==> config.mk <==
export PLATFORM = sky130hd
export DESIGN_NAME = bist_ctrl_tdr
export DESIGN_NICKNAME = d
export VERILOG_FILES = /design/src/rtl/bist_ctrl_tdr.sv
export SDC_FILE = /design/constraint.sdc
export NUM_CORES = 1
export LEC_CHECK = 0
export CAP_MARGIN = 20
export CORE_MARGIN = 2
export CORE_UTILIZATION = 40
export CTS_CLUSTER_DIAMETER = 150
export DETAILED_ROUTE_END_ITERATION = 10
export GPL_TIMING_DRIVEN = 0
export PLACE_DENSITY_LB_ADDON = 0.2
export SYNTH_ARGS = -nofsm -noshare
export SYNTH_HDL_FRONTEND = slang
export SYNTH_SLANG_ARGS = --single-unit
==> constraint.sdc <==
create_clock -name TCLK -period 2.5 [get_ports TCLK]
set_input_delay 0.25 -clock TCLK [delete_from_list [all_inputs] [get_ports TCLK]]
set_output_delay 0.25 -clock TCLK [all_outputs]
set_load 0.02 [all_outputs]
==> src/rtl/bist_ctrl_tdr.sv <==
// rtl/bist_ctrl_tdr.sv - BIST control test data register with start/busy/done handshake and run watchdog.
// Optional macro BIST_CTRL_TDR_FAIL_COUNT_EN adds a saturating failing-run counter to capture bits [19:16].
module bist_ctrl_tdr #(
    parameter int TIMEOUT_W = 16
) (
    input  logic       TCLK,
    input  logic       TRESET,
    input  logic       CaptureDR,
    input  logic       ShiftDR,
    input  logic       UpdateDR,
    input  logic       Enable,
    input  logic       SI,
    output logic       SO,
    output logic       BIST_START,
    output logic       BIST_ABORT,
    output logic [1:0] BIST_ALGO,
    input  logic       BIST_BUSY,
    input  logic       BIST_DONE,
    input  logic       BIST_FAIL
);

    localparam int DR_W = 20;
    localparam logic [TIMEOUT_W-1:0] WD_ONE = TIMEOUT_W'(1);

    typedef enum logic [1:0] {
        IDLE   = 2'd0,
        LAUNCH = 2'd1,
        RUN    = 2'd2
    } state_t;

    state_t               state_q, state_d;
    logic [DR_W-1:0]      sr_q, sr_d;
    logic                 start_q, start_d;
    logic                 abort_q, abort_d;
    logic [1:0]           algo_q, algo_d;
    logic [7:0]           loops_q, loops_d;
    logic [7:0]           runs_q, runs_d;
    logic                 done_q, done_d;
    logic                 fail_q, fail_d;
    logic                 timeout_q, timeout_d;
    logic                 cmd_err_q, cmd_err_d;
    logic                 aborted_q, aborted_d;
    logic [TIMEOUT_W-1:0] wd_q, wd_d;

    logic                 upd;
    logic                 cmd_start;
    logic                 cmd_abort;
    logic [1:0]           cmd_algo;
    logic [7:0]           cmd_loops;
    logic                 launch_req;
    logic                 abort_req;
    logic                 done_ev;
    logic [7:0]           loops_eff;
    logic [7:0]           runs_inc;
    logic [TIMEOUT_W-1:0] wd_inc;
    logic                 wd_expire;
    logic [3:0]           fail_cnt;
    logic [DR_W-1:0]      status;

    assign upd       = UpdateDR & Enable;
    assign cmd_start = sr_q[0];
    assign cmd_abort = sr_q[1];
    assign cmd_algo  = sr_q[3:2];
    assign cmd_loops = sr_q[11:4];

    assign launch_req = upd & cmd_start & ~cmd_abort & (state_q == IDLE);
    assign abort_req  = upd & cmd_abort & (state_q != IDLE);
    assign done_ev    = (state_q == RUN) & BIST_DONE & ~abort_req;

    // A loop count of zero still performs one run.
    assign loops_eff = (loops_q == 8'd0) ? 8'd1 : loops_q;
    assign runs_inc  = runs_q + 8'd1;
    // Expiry lands on the (2^TIMEOUT_W - 1)-th cycle spent in LAUNCH/RUN.
    assign wd_inc    = wd_q + WD_ONE;
    assign wd_expire = &wd_inc;

    assign status = {fail_cnt, runs_q, algo_q, aborted_q, cmd_err_q,
                     timeout_q, fail_q, done_q, (state_q != IDLE)};

    assign SO         = sr_q[0];
    assign BIST_START = start_q;
    assign BIST_ABORT = abort_q;
    assign BIST_ALGO  = algo_q;

    always_comb begin
        sr_d = sr_q;
        if (Enable) begin
            if (CaptureDR) begin
                sr_d = status;
            end else if (ShiftDR) begin
                sr_d = {SI, sr_q[DR_W-1:1]};
            end
        end
    end

    always_comb begin
        state_d   = state_q;
        abort_d   = 1'b0;
        algo_d    = algo_q;
        loops_d   = loops_q;
        runs_d    = runs_q;
        done_d    = done_q;
        fail_d    = fail_q;
        timeout_d = timeout_q;
        cmd_err_d = cmd_err_q;
        aborted_d = aborted_q;

        case (state_q)
            IDLE: begin
                if (launch_req) begin
                    algo_d    = cmd_algo;
                    loops_d   = cmd_loops;
                    runs_d    = 8'd0;
                    done_d    = 1'b0;
                    fail_d    = 1'b0;
                    timeout_d = 1'b0;
                    cmd_err_d = 1'b0;
                    aborted_d = 1'b0;
                    state_d   = LAUNCH;
                end
            end
            LAUNCH, RUN: begin
                if (abort_req) begin
                    abort_d   = 1'b1;
                    aborted_d = 1'b1;
                    done_d    = 1'b1;
                    state_d   = IDLE;
                end else begin
                    if (upd && cmd_start) begin
                        cmd_err_d = 1'b1;
                    end
                    // An end-of-run pulse beats a watchdog expiry in the same cycle.
                    if (done_ev) begin
                        runs_d = runs_inc;
                        fail_d = fail_q | BIST_FAIL;
                        if (runs_inc == loops_eff) begin
                            done_d  = 1'b1;
                            state_d = IDLE;
                        end else begin
                            state_d = LAUNCH;
                        end
                    end else if (wd_expire) begin
                        timeout_d = 1'b1;
                        done_d    = 1'b1;
                        abort_d   = 1'b1;
                        state_d   = IDLE;
                    end else if (state_q == LAUNCH && BIST_BUSY) begin
                        state_d = RUN;
                    end
                end
            end
            default: begin
                state_d = IDLE;
            end
        endcase
    end

    always_comb begin
        wd_d = wd_q;
        if (state_d != IDLE && state_d != state_q) begin
            wd_d = '0;
        end else if (state_q != IDLE) begin
            wd_d = wd_inc;
        end
    end

    assign start_d = (state_d == LAUNCH);

    always_ff @(posedge TCLK or posedge TRESET) begin
        if (TRESET) begin
            state_q   <= IDLE;
            sr_q      <= '0;
            start_q   <= 1'b0;
            abort_q   <= 1'b0;
            algo_q    <= 2'd0;
            loops_q   <= 8'd0;
            runs_q    <= 8'd0;
            done_q    <= 1'b0;
            fail_q    <= 1'b0;
            timeout_q <= 1'b0;
            cmd_err_q <= 1'b0;
            aborted_q <= 1'b0;
            wd_q      <= '0;
        end else begin
            state_q   <= state_d;
            sr_q      <= sr_d;
            start_q   <= start_d;
            abort_q   <= abort_d;
            algo_q    <= algo_d;
            loops_q   <= loops_d;
            runs_q    <= runs_d;
            done_q    <= done_d;
            fail_q    <= fail_d;
            timeout_q <= timeout_d;
            cmd_err_q <= cmd_err_d;
            aborted_q <= aborted_d;
            wd_q      <= wd_d;
        end
    end

`ifdef BIST_CTRL_TDR_FAIL_COUNT_EN
    logic [3:0] fail_cnt_q, fail_cnt_d;

    always_comb begin
        fail_cnt_d = fail_cnt_q;
        if (launch_req) begin
            fail_cnt_d = 4'd0;
        end else if (done_ev && BIST_FAIL && fail_cnt_q != 4'hF) begin
            fail_cnt_d = fail_cnt_q + 4'd1;
        end
    end

    always_ff @(posedge TCLK or posedge TRESET) begin
        if (TRESET) begin
            fail_cnt_q <= 4'd0;
        end else begin
            fail_cnt_q <= fail_cnt_d;
        end
    end

    assign fail_cnt = fail_cnt_q;
`else
    assign fail_cnt = 4'd0;
`endif

endmodule

; Word level (Yosys, flattened, before mapping)
; Cells that the tools add are included.
[word_totals]
output_inout_bits = 5
input_bits = 10
register_bits = 63
[op_classes]
n_eq_ne = 14
reduce_logical = 19
mux = 37
n_bitwise = 11
n_addsub = 2
[op_table]
columns = operator, count
row1 = 20-bit 2-to-1 mux, 2
row2 = 16-bit 2-to-1 mux, 2
row3 = 8-bit 2-to-1 mux, 4
row4 = 1-bit 2-to-1 mux, 17
row5 = "16-bit by 1-bit adder with 16-bit output, second input constant", 1
row6 = 8-bit one-hot mux with 2 select lines, 1
row7 = 16-bit AND reduction, 1
row8 = "2-bit inequality test, second input constant", 7
row9 = 4-bit AND reduction, 3
row10 = 2-bit 2-to-1 mux, 5
row11 = 1-bit one-hot mux with 2 select lines, 5
row12 = 2-bit nonzero test, 5
row13 = "8-bit by 1-bit adder with 8-bit output, second input constant", 1
row14 = 1-bit AND, 8
row15 = 8-bit == test, 1
row16 = 8-bit logical NOT, 1
row17 = "4-bit inequality test, second input constant", 2
row18 = 5-bit AND reduction, 1
row19 = "2-bit by 1-bit == test with 1-bit output, second input constant", 2
row20 = 2-bit one-hot mux with 2 select lines, 1
row21 = 2-bit AND reduction, 2
row22 = 1-bit logical AND, 3
row23 = 3-bit AND reduction, 1
row24 = "2-bit == test, second input constant", 1
row25 = 5 further kinds, 6

; Longest topological paths before layout
[depth]
word_depth = 11
depth_mapped = 11

; Worst setup path before layout
; No wires, ideal clock.
[synth_timing]
path_kind = reg-to-reg
start = register wd_q[0]
end = register wd_q[0]
n_path_buf = 2
setup_time_ns = 0.119
arrival_ns = 2.532
required_time_ns = 2.381
period_less_slack_ns = 2.650
path_stages_with_launch = 11
setup_slack_ns = -0.150
cell_sequence = dfrtp_1 > ha_1 > buf_2 > xnor2_1 > or4_4 > nor4_4 > and4_1 > o2111ai_2 > o311ai_4 > buf_6 > nor2_1
[synth_between]
elab_chain_len = 9
word_cells_on_any_way = 12
classes_between = 1 x add/sub / 1 x eq/ne / 6 x mux / 4 x reduce/logical
[synth_lines]
columns = element, line
row1 = "start, declared", 43  ; logic [TIMEOUT_W-1:0] wd_q, wd_d;
row2 = "start signal, assigned", 197  ; wd_q <= wd_d;
row3 = 16-bit by 1-bit adder with 16-bit output (*), 74  ; assign wd_inc = wd_q + WD_ONE;
row4 = 16-bit AND reduction, 75  ; assign wd_expire = &wd_inc;
row5 = 2-bit 2-to-1 mux, 142  ; end else if (wd_expire) begin
row6 = 2-bit 2-to-1 mux, 133  ; if (done_ev) begin
row7 = 2-bit 2-to-1 mux, 123  ; if (abort_req) begin
row8 = 2-bit one-hot mux with 2 select lines, 108  ; case (state_q)
row9 = 2-bit inequality test / 2-bit nonzero test (equally long branches), 160  ; if (state_d != IDLE && state_d != state_q) begin
row10 = 1-bit logical AND, 160
row11 = 16-bit 2-to-1 mux / 2-bit nonzero test (equally long branches), -
; Every way passes the cells marked *; elsewhere a longest branch is shown, timed or not. The select of a mux whose other input is x is not followed.
; A chain may end at the register's enable or synchronous reset.

; Worst setup path in the final report
[layout_timing]
start = register wd_q[1]
end = register wd_q[0]
[layout_between]
elab_chain_len = 9
word_cells_on_any_way = 11
classes_between = 1 x add/sub / 1 x eq/ne / 5 x mux / 4 x reduce/logical
[layout_lines]
columns = element, line
row1 = 16-bit by 1-bit adder with 16-bit output (*), 74
row2 = 16-bit AND reduction (*), 75
row3 = 2-bit 2-to-1 mux (*), 142
row4 = 2-bit 2-to-1 mux (*), 133
row5 = 2-bit 2-to-1 mux (*), 123
row6 = 2-bit one-hot mux with 2 select lines (*), 108
row7 = 2-bit inequality test / 2-bit nonzero test (equally long branches), 160
row8 = 1-bit logical AND (*), 160
row9 = 16-bit 2-to-1 mux / 2-bit nonzero test (equally long branches), -
; Every way passes the cells marked *; elsewhere a longest branch is shown, timed or not.

==> flow_summary.yaml <==
synthesis:
  yosysWarningCount: 0
  synth_edf_count: 0
  synth_simple_gate_area_share_pct: 20.5
  syn-num-nets: 385
  synth-seq-cells: 63
  yosys.area_share.adder_pct: 2.50
  post-synth-top-area-cell: "sky130_fd_sc_hd__dfrtp_1"
  ys_seq_area_share_pct: 45.0
  synth.top_cell.area_share_pct: 45.0
  synth_top_family_by_area: "simple AND/OR/NAND/NOR gates"
  postSynth.topFlopCell: "sky130_fd_sc_hd__dfrtp_1"
  syn-instance-count: 368
  ys_async_sr_fraction_pct: 100
  yosys-top-cells-area: "sky130_fd_sc_hd__dfrtp_1, sky130_fd_sc_hd__nand2_1, sky130_fd_sc_hd__o21ai_0, sky130_fd_sc_hd__mux2i_1, sky130_fd_sc_hd__xor2_1"
  synth-compound-area-share_pct: 13.3
  synth_area_mm2: 0.00351
  synth.mux.area_fraction_pct: 8.07
  yosys.area_share.xor_xnor_pct: 7.00
  post_synth_num_cell_types: 51
  syn_avg_cell_area_um2: 9.53
run_status:
  run_status: "finished with violations"
  violations: "setup timing"
cells_and_area:
  final_cell_area_mm2: 0.00441
  final.fill_count: 797
  layout-drive-gt1-share_pct: 26.2
  fin_nets: 425
  antennaDiodeCount: 0
  finalCoreUtilization_pct: 51.3
  areaGrowthSynthToFinish_pct: 25.7
  instances_no_fill: 521
job:
  drv_cap: 0
sta:
  relSlewSlack_pct: 53.2
  rsz0062_at_grt: "true"
  finalSetupViolCount: 14
  fin_worst_hold_slack_ns: 0.256
  final_period_utilization_pct: 104
  worst_slew_pin_slew_ns: 0.697
  fmaxAchievable_ghz: 0.384
  min_period_ns: 2.61
  timing.final.hold_violations: 0
  slew_violations: 0
  fin_worst_skew_ns: 0.0168
  finalWorstSetupSlack_ns: -0.106
clock_network:
  cts_made_buffers: 9
  clock_tree.htree_level_count: 3
  tritoncts_num_sinks: 63
  cts_tree: "yes"
  clk-insertion-delay-late_ns: 0.35
  cts_buffer_depth: 2
  cts-root-buf: "sky130_fd_sc_hd__clkbuf_8"
  cts.clk_slew.worst_paths_ns: 0.09
detailed_routing:
  detailroute.via_count: 2717
  antenna_violating_nets_post_route: 0
  routed_wire_length_per_instance_um: 15.3
  first_pass_iters: 4
  drc_errors: 0
  dr.first_iter.drc_count: 143
  route.detailed.vias_per_inst: 5.21
  wirelength_um: 7990
setup_path:
  critPathLaunchType: "register"
  worst_setup_path_end_kind: "register"
  critical_path.max_fanout: 7
  timing.critical_path.required_ns: 2.73
  crit_type: "register to register"
  timing.critical_path.arrival_ns: 2.83
placement:
  gp_routability_congestion: 0.855
  dpl-instance-area_mm2: 0.00381
  dp_cells: 491
  numPortBuffers: 14
  detailedPlacementHpwl_um: 5340
global_route:
  antenna_found_initial: 0
  globalRoute.totalOverflow: 0
  groute.usage.overall_pct: 17.5
  via_count_of_the_first_global_routing_pass: 2695
  grt_max_degree: 42
  grt_pass1_wl_um: 13500
die:
  ios: 15
  start_util_pct: 40.8
  fp.dieW_um: 97.6
  core_box_area_mm2: 0.00859
  die_area_mm2: 0.00953
  std_cell_rows: 34
  die-height_um: 97.6
power_and_ir_drop:
  ir_worst_vdd_mv: 0.291
  power.static_leakage_nw: 1.83
  cellPowerDensity_mw_per_mm2: 859
  total_power_mw: 3.79
hold_path:
  timing.hold.worst.class: "input pin to async pin"
-- cell usage after synthesis, drive strengths merged (5+ instances only) --
master	count
inv	7
and4	5
mux2i	17
nand4	7
nand2	57
nor2	22
nor2b	5
ha	7
xnor2	11
clkbuf	13
mux2	10
o31ai	7
buf	8
nand3	15
nand2b	7
o21ai	37
dfrtp	63
xor2	17
a21oi	9
-- logic make-up (layout without fill, tap and decap cells) --
group | count (synthesis) | after routing
simple gates | 142 | 142
compound gates | 73 | 73
flops | 63 | 63
xor+xnor | 28 | 28
buf+inv | 28 | 73
mux | 27 | 27
fa+ha+maj | 7 | 7
-- worst max-delay path: stages (launching register included) --
cell and delay (ns):
sky130_fd_sc_hd__dfrtp_2 0.44, sky130_fd_sc_hd__buf_6 0.14, sky130_fd_sc_hd__buf_4 0.13, sky130_fd_sc_hd__and2_4 0.14
sky130_fd_sc_hd__or2_2 0.27, sky130_fd_sc_hd__a41o_1 0.23, sky130_fd_sc_hd__a31oi_2 0.22, sky130_fd_sc_hd__o211ai_1 0.11
sky130_fd_sc_hd__a211o_2 0.37, sky130_fd_sc_hd__o311ai_4 0.10, sky130_fd_sc_hd__buf_12 0.16, sky130_fd_sc_hd__buf_12 0.13
sky130_fd_sc_hd__nor2_2 0.04
-- final cells by class --
class | instances | area (um2) | area share [%]
multi-input cells | 277 | 2040 | 46.2
flip-flops and latches | 63 | 1590 | 36.0
repair buffers | 33 | 332 | 7.52
clock buffers | 11 | 151 | 3.44
well taps | 108 | 135 | 3.07
plain buffers | 17 | 105 | 2.39
clock inverters | 5 | 32.5 | 0.738
inverters | 7 | 28.8 | 0.653
-- per-stage QoR --
stage               TNS (ns)  worst slack, ns
global placement      -36.64           -0.503
floorplan                  0           0.0149
CTS                    -1.20           -0.118
finish                 -1.27           -0.106
global route           -3.18           -0.225
detailed placement     -5.70           -0.385
-- placed cells by master, fill, tap and decap left out, types with 8 or more instances in the layout --
| cell | count |
|---|---|
| sky130_fd_sc_hd__dfrtp_2 | 8 |
| sky130_fd_sc_hd__clkdlybuf4s50_1 | 14 |
| sky130_fd_sc_hd__nor2_1 | 10 |
| sky130_fd_sc_hd__xor2_1 | 17 |
| sky130_fd_sc_hd__xnor2_1 | 10 |
| sky130_fd_sc_hd__a21oi_1 | 8 |
| sky130_fd_sc_hd__nand2_1 | 57 |
| sky130_fd_sc_hd__clkbuf_1 | 8 |
| sky130_fd_sc_hd__mux2_2 | 10 |
| sky130_fd_sc_hd__clkbuf_8 | 11 |
| sky130_fd_sc_hd__o21ai_0 | 35 |
| sky130_fd_sc_hd__mux2i_1 | 17 |
| sky130_fd_sc_hd__nand3_1 | 11 |
| sky130_fd_sc_hd__buf_4 | 15 |
| sky130_fd_sc_hd__nor2_2 | 9 |
| sky130_fd_sc_hd__dfrtp_1 | 55 |
-- flip-flops by register name (all words and copies together) (netlist names), 2 cells and up --
name,count
wd_q,16
state_q,2
loops_q,8
runs_q,8
sr_q,20
BIST_ALGO,2
-- metal layers --
| metal | part of all wire (%) | vias to the layer above | GRT usage (%) |
|---|---|---|---|
| met4 | 0.84 | 0 | 5.24 |
| met2 | 43 | 25 | 24.6 |
| li1 | - | 1373 | - |
| met5 | 0 | - | 0 |
| met1 | 54 | 1315 | 27.1 |
| met3 | 2.0 | 4 | 3.53 |
-- power by group --
group / switching, mW / internal, mW / total, mW
logic: 0.888 / 0.775 / 1.66
clock network: 0.422 / 0.410 / 0.833
registers: 0.135 / 1.16 / 1.29
-- repair_timing --
| item | 4_1_cts | 5_1_grt |
|---|---|---|
| hold buffers | 0 | 0 |
| pin swaps | 8 | 20 |
| buffers inserted | 12 | 5 |
| resized for setup | 23 | 54 |
| gates cloned | 1 | 0 |
| endpoints found under the setup margin | 19 | 23 |
-- final timing paths --
kind / end / cells after the start / slack, ns / startpoint
max: wd_q[0]$_DFFE_PP0P_ / 12 / -0.11 / wd_q[1]$_DFFE_PP0P_
min: sr_q[11]$_DFFE_PP0P_ / 2 / 0.26 / TRESET
max reg2reg: wd_q[0]$_DFFE_PP0P_ / 12 / -0.11 / wd_q[1]$_DFFE_PP0P_
min reg2reg: sr_q[13]$_DFFE_PP0P_ / 2 / 0.48 / sr_q[13]$_DFFE_PP0P_
max in group asynchronous: wd_q[0]$_DFFE_PP0P_ / 3 / 1.63 / TRESET
min in group TCLK: sr_q[19]$_DFFE_PP0P_ / 3 / 0.47 / SI
No activity file was read; power rests on OpenSTA's default activity.
==> variant, RTL diff (same settings) <==
The output `BIST_START` loses its register stage (`start_q` becomes a continuous assignment).
--- a/src/rtl/bist_ctrl_tdr.sv
+++ b/src/rtl/bist_ctrl_tdr.sv
@@ -172,3 +172,2 @@
             sr_q      <= '0;
-            start_q   <= 1'b0;
             abort_q   <= 1'b0;
@@ -186,3 +185,2 @@
             sr_q      <= sr_d;
-            start_q   <= start_d;
             abort_q   <= abort_d;
@@ -200,2 +198,4 @@
 
+    assign start_q = start_d;
+
 `ifdef BIST_CTRL_TDR_FAIL_COUNT_EN
Function: same outputs for any inputs over 10 cycles, from zero or initial values and one cycle with TRESET high; that may be too few to reach the edited logic, so the function may still have changed.
==> variant against the original RTL <==
The run still ends with negative setup slack left; sequential cell count decreased by 1; non-clock buffer count increased by 11; first-iteration DRC count decreased by 32%; synthesized area increased by 3.8%; wire length increased by 5.9%; combinational power about the same; final area increased by 3.3%; count of clock-buffer cells in the layout decreased by 1; hold slack improved by 0.10 ns; worst setup slack got worse by 0.21 ns; power increased by 3.3%; critical path type is now reg -> out; largest cell class unchanged; highest routed layer unchanged.
==> variant: results (changes against the original RTL) <==
outcome: "finished, violations left"
violations: "negative setup slack"
instances_no_fill: 537  # +3.1%
crit_slowest_cell: "or4_4"
drt-total-wl_um: 8460  # +5.9%
syn_nets: 391  # +1.6%
multi_input_area_share_pct: 46.2  # about the same
synth_compound_area_share_pct: 17.5  # +4.1 points
finalClockSkew_ns: 0.00769  # -0.00914 ns
buffers: 61  # +22%
combPwrFrac_pct: 42.5  # -1.4 points
finalPower_mw: 3.91  # +3.3%
final_cell_area_um2: 4550  # +3.3%
fill_cells: 791  # -0.75%
synth_area_leaders: "dfrtp_1 (43%), nand2_1 (6.4%), mux2i_1 (5.0%)"
wl_met3_um: 200  # +24%
grt_max_degree: 34  # -19%
finalWorstSetupSlack_ns: -0.315  # -0.209 ns
clkbuf_count: 10  # -1
first_iter_violations: 97  # -32%
gr-usage-met1_pct: 23.7  # -3.3 points
hpwlAfterDp_um: 5750  # +7.7%
r2r_cells: 9  # -3
wl_met1_um: 3950  # -8.9%
synth-seq-area-share_pct: 42.6  # -2.3 points
synthXorXnorAreaFrac_pct: 6.26  # -0.74 points
setup_viol: 17  # +3
cpPeakStageDelay_ns: 0.50  # +0.06 ns
synthTopCellsByCount: "dfrtp_1 (62), nand2_1 (62), o21ai_0 (34)"
powerSeq_mw: 1.35  # +5%
critPathKind: "reg -> out"
design.seq.count: 62  # -1.6%
n_all_inverters: 12  # +5
## variant: changes by cell type in the layout (fill, tap and decap cells not counted), sizes merged, moves of 4 or more
cell,before,now
a211oi,1,18
buf,26,41
nor2,22,9
xor2,17,8
nor3,4,11
xnor2,11,18
inv,7,13
nand2,57,62
nand3,15,10
clkbuf,21,17
o31ai,7,3
or2,4,0
## variant: repair_timing
item,CTS,global route
gates resized for setup,30,21
hold endpoints to repair,0,0
buffers inserted,17,11
cloned,0,1
pin swaps,10,27
setup endpoints to repair,35,19
## variant: path summary, 6_finish.rpt
check                                         to  slack (ns)
min reg2reg                 sr_q[15]$_DFFE_PP0P_        0.48
max reg2reg                  wd_q[3]$_DFFE_PP0P_       -0.18
min in group TCLK           sr_q[19]$_DFFE_PP0P_        0.47
min                         wd_q[11]$_DFFE_PP0P_        0.36
max in group asynchronous  runs_q[0]$_DFFE_PP0P_        1.51
max                                   BIST_START       -0.32
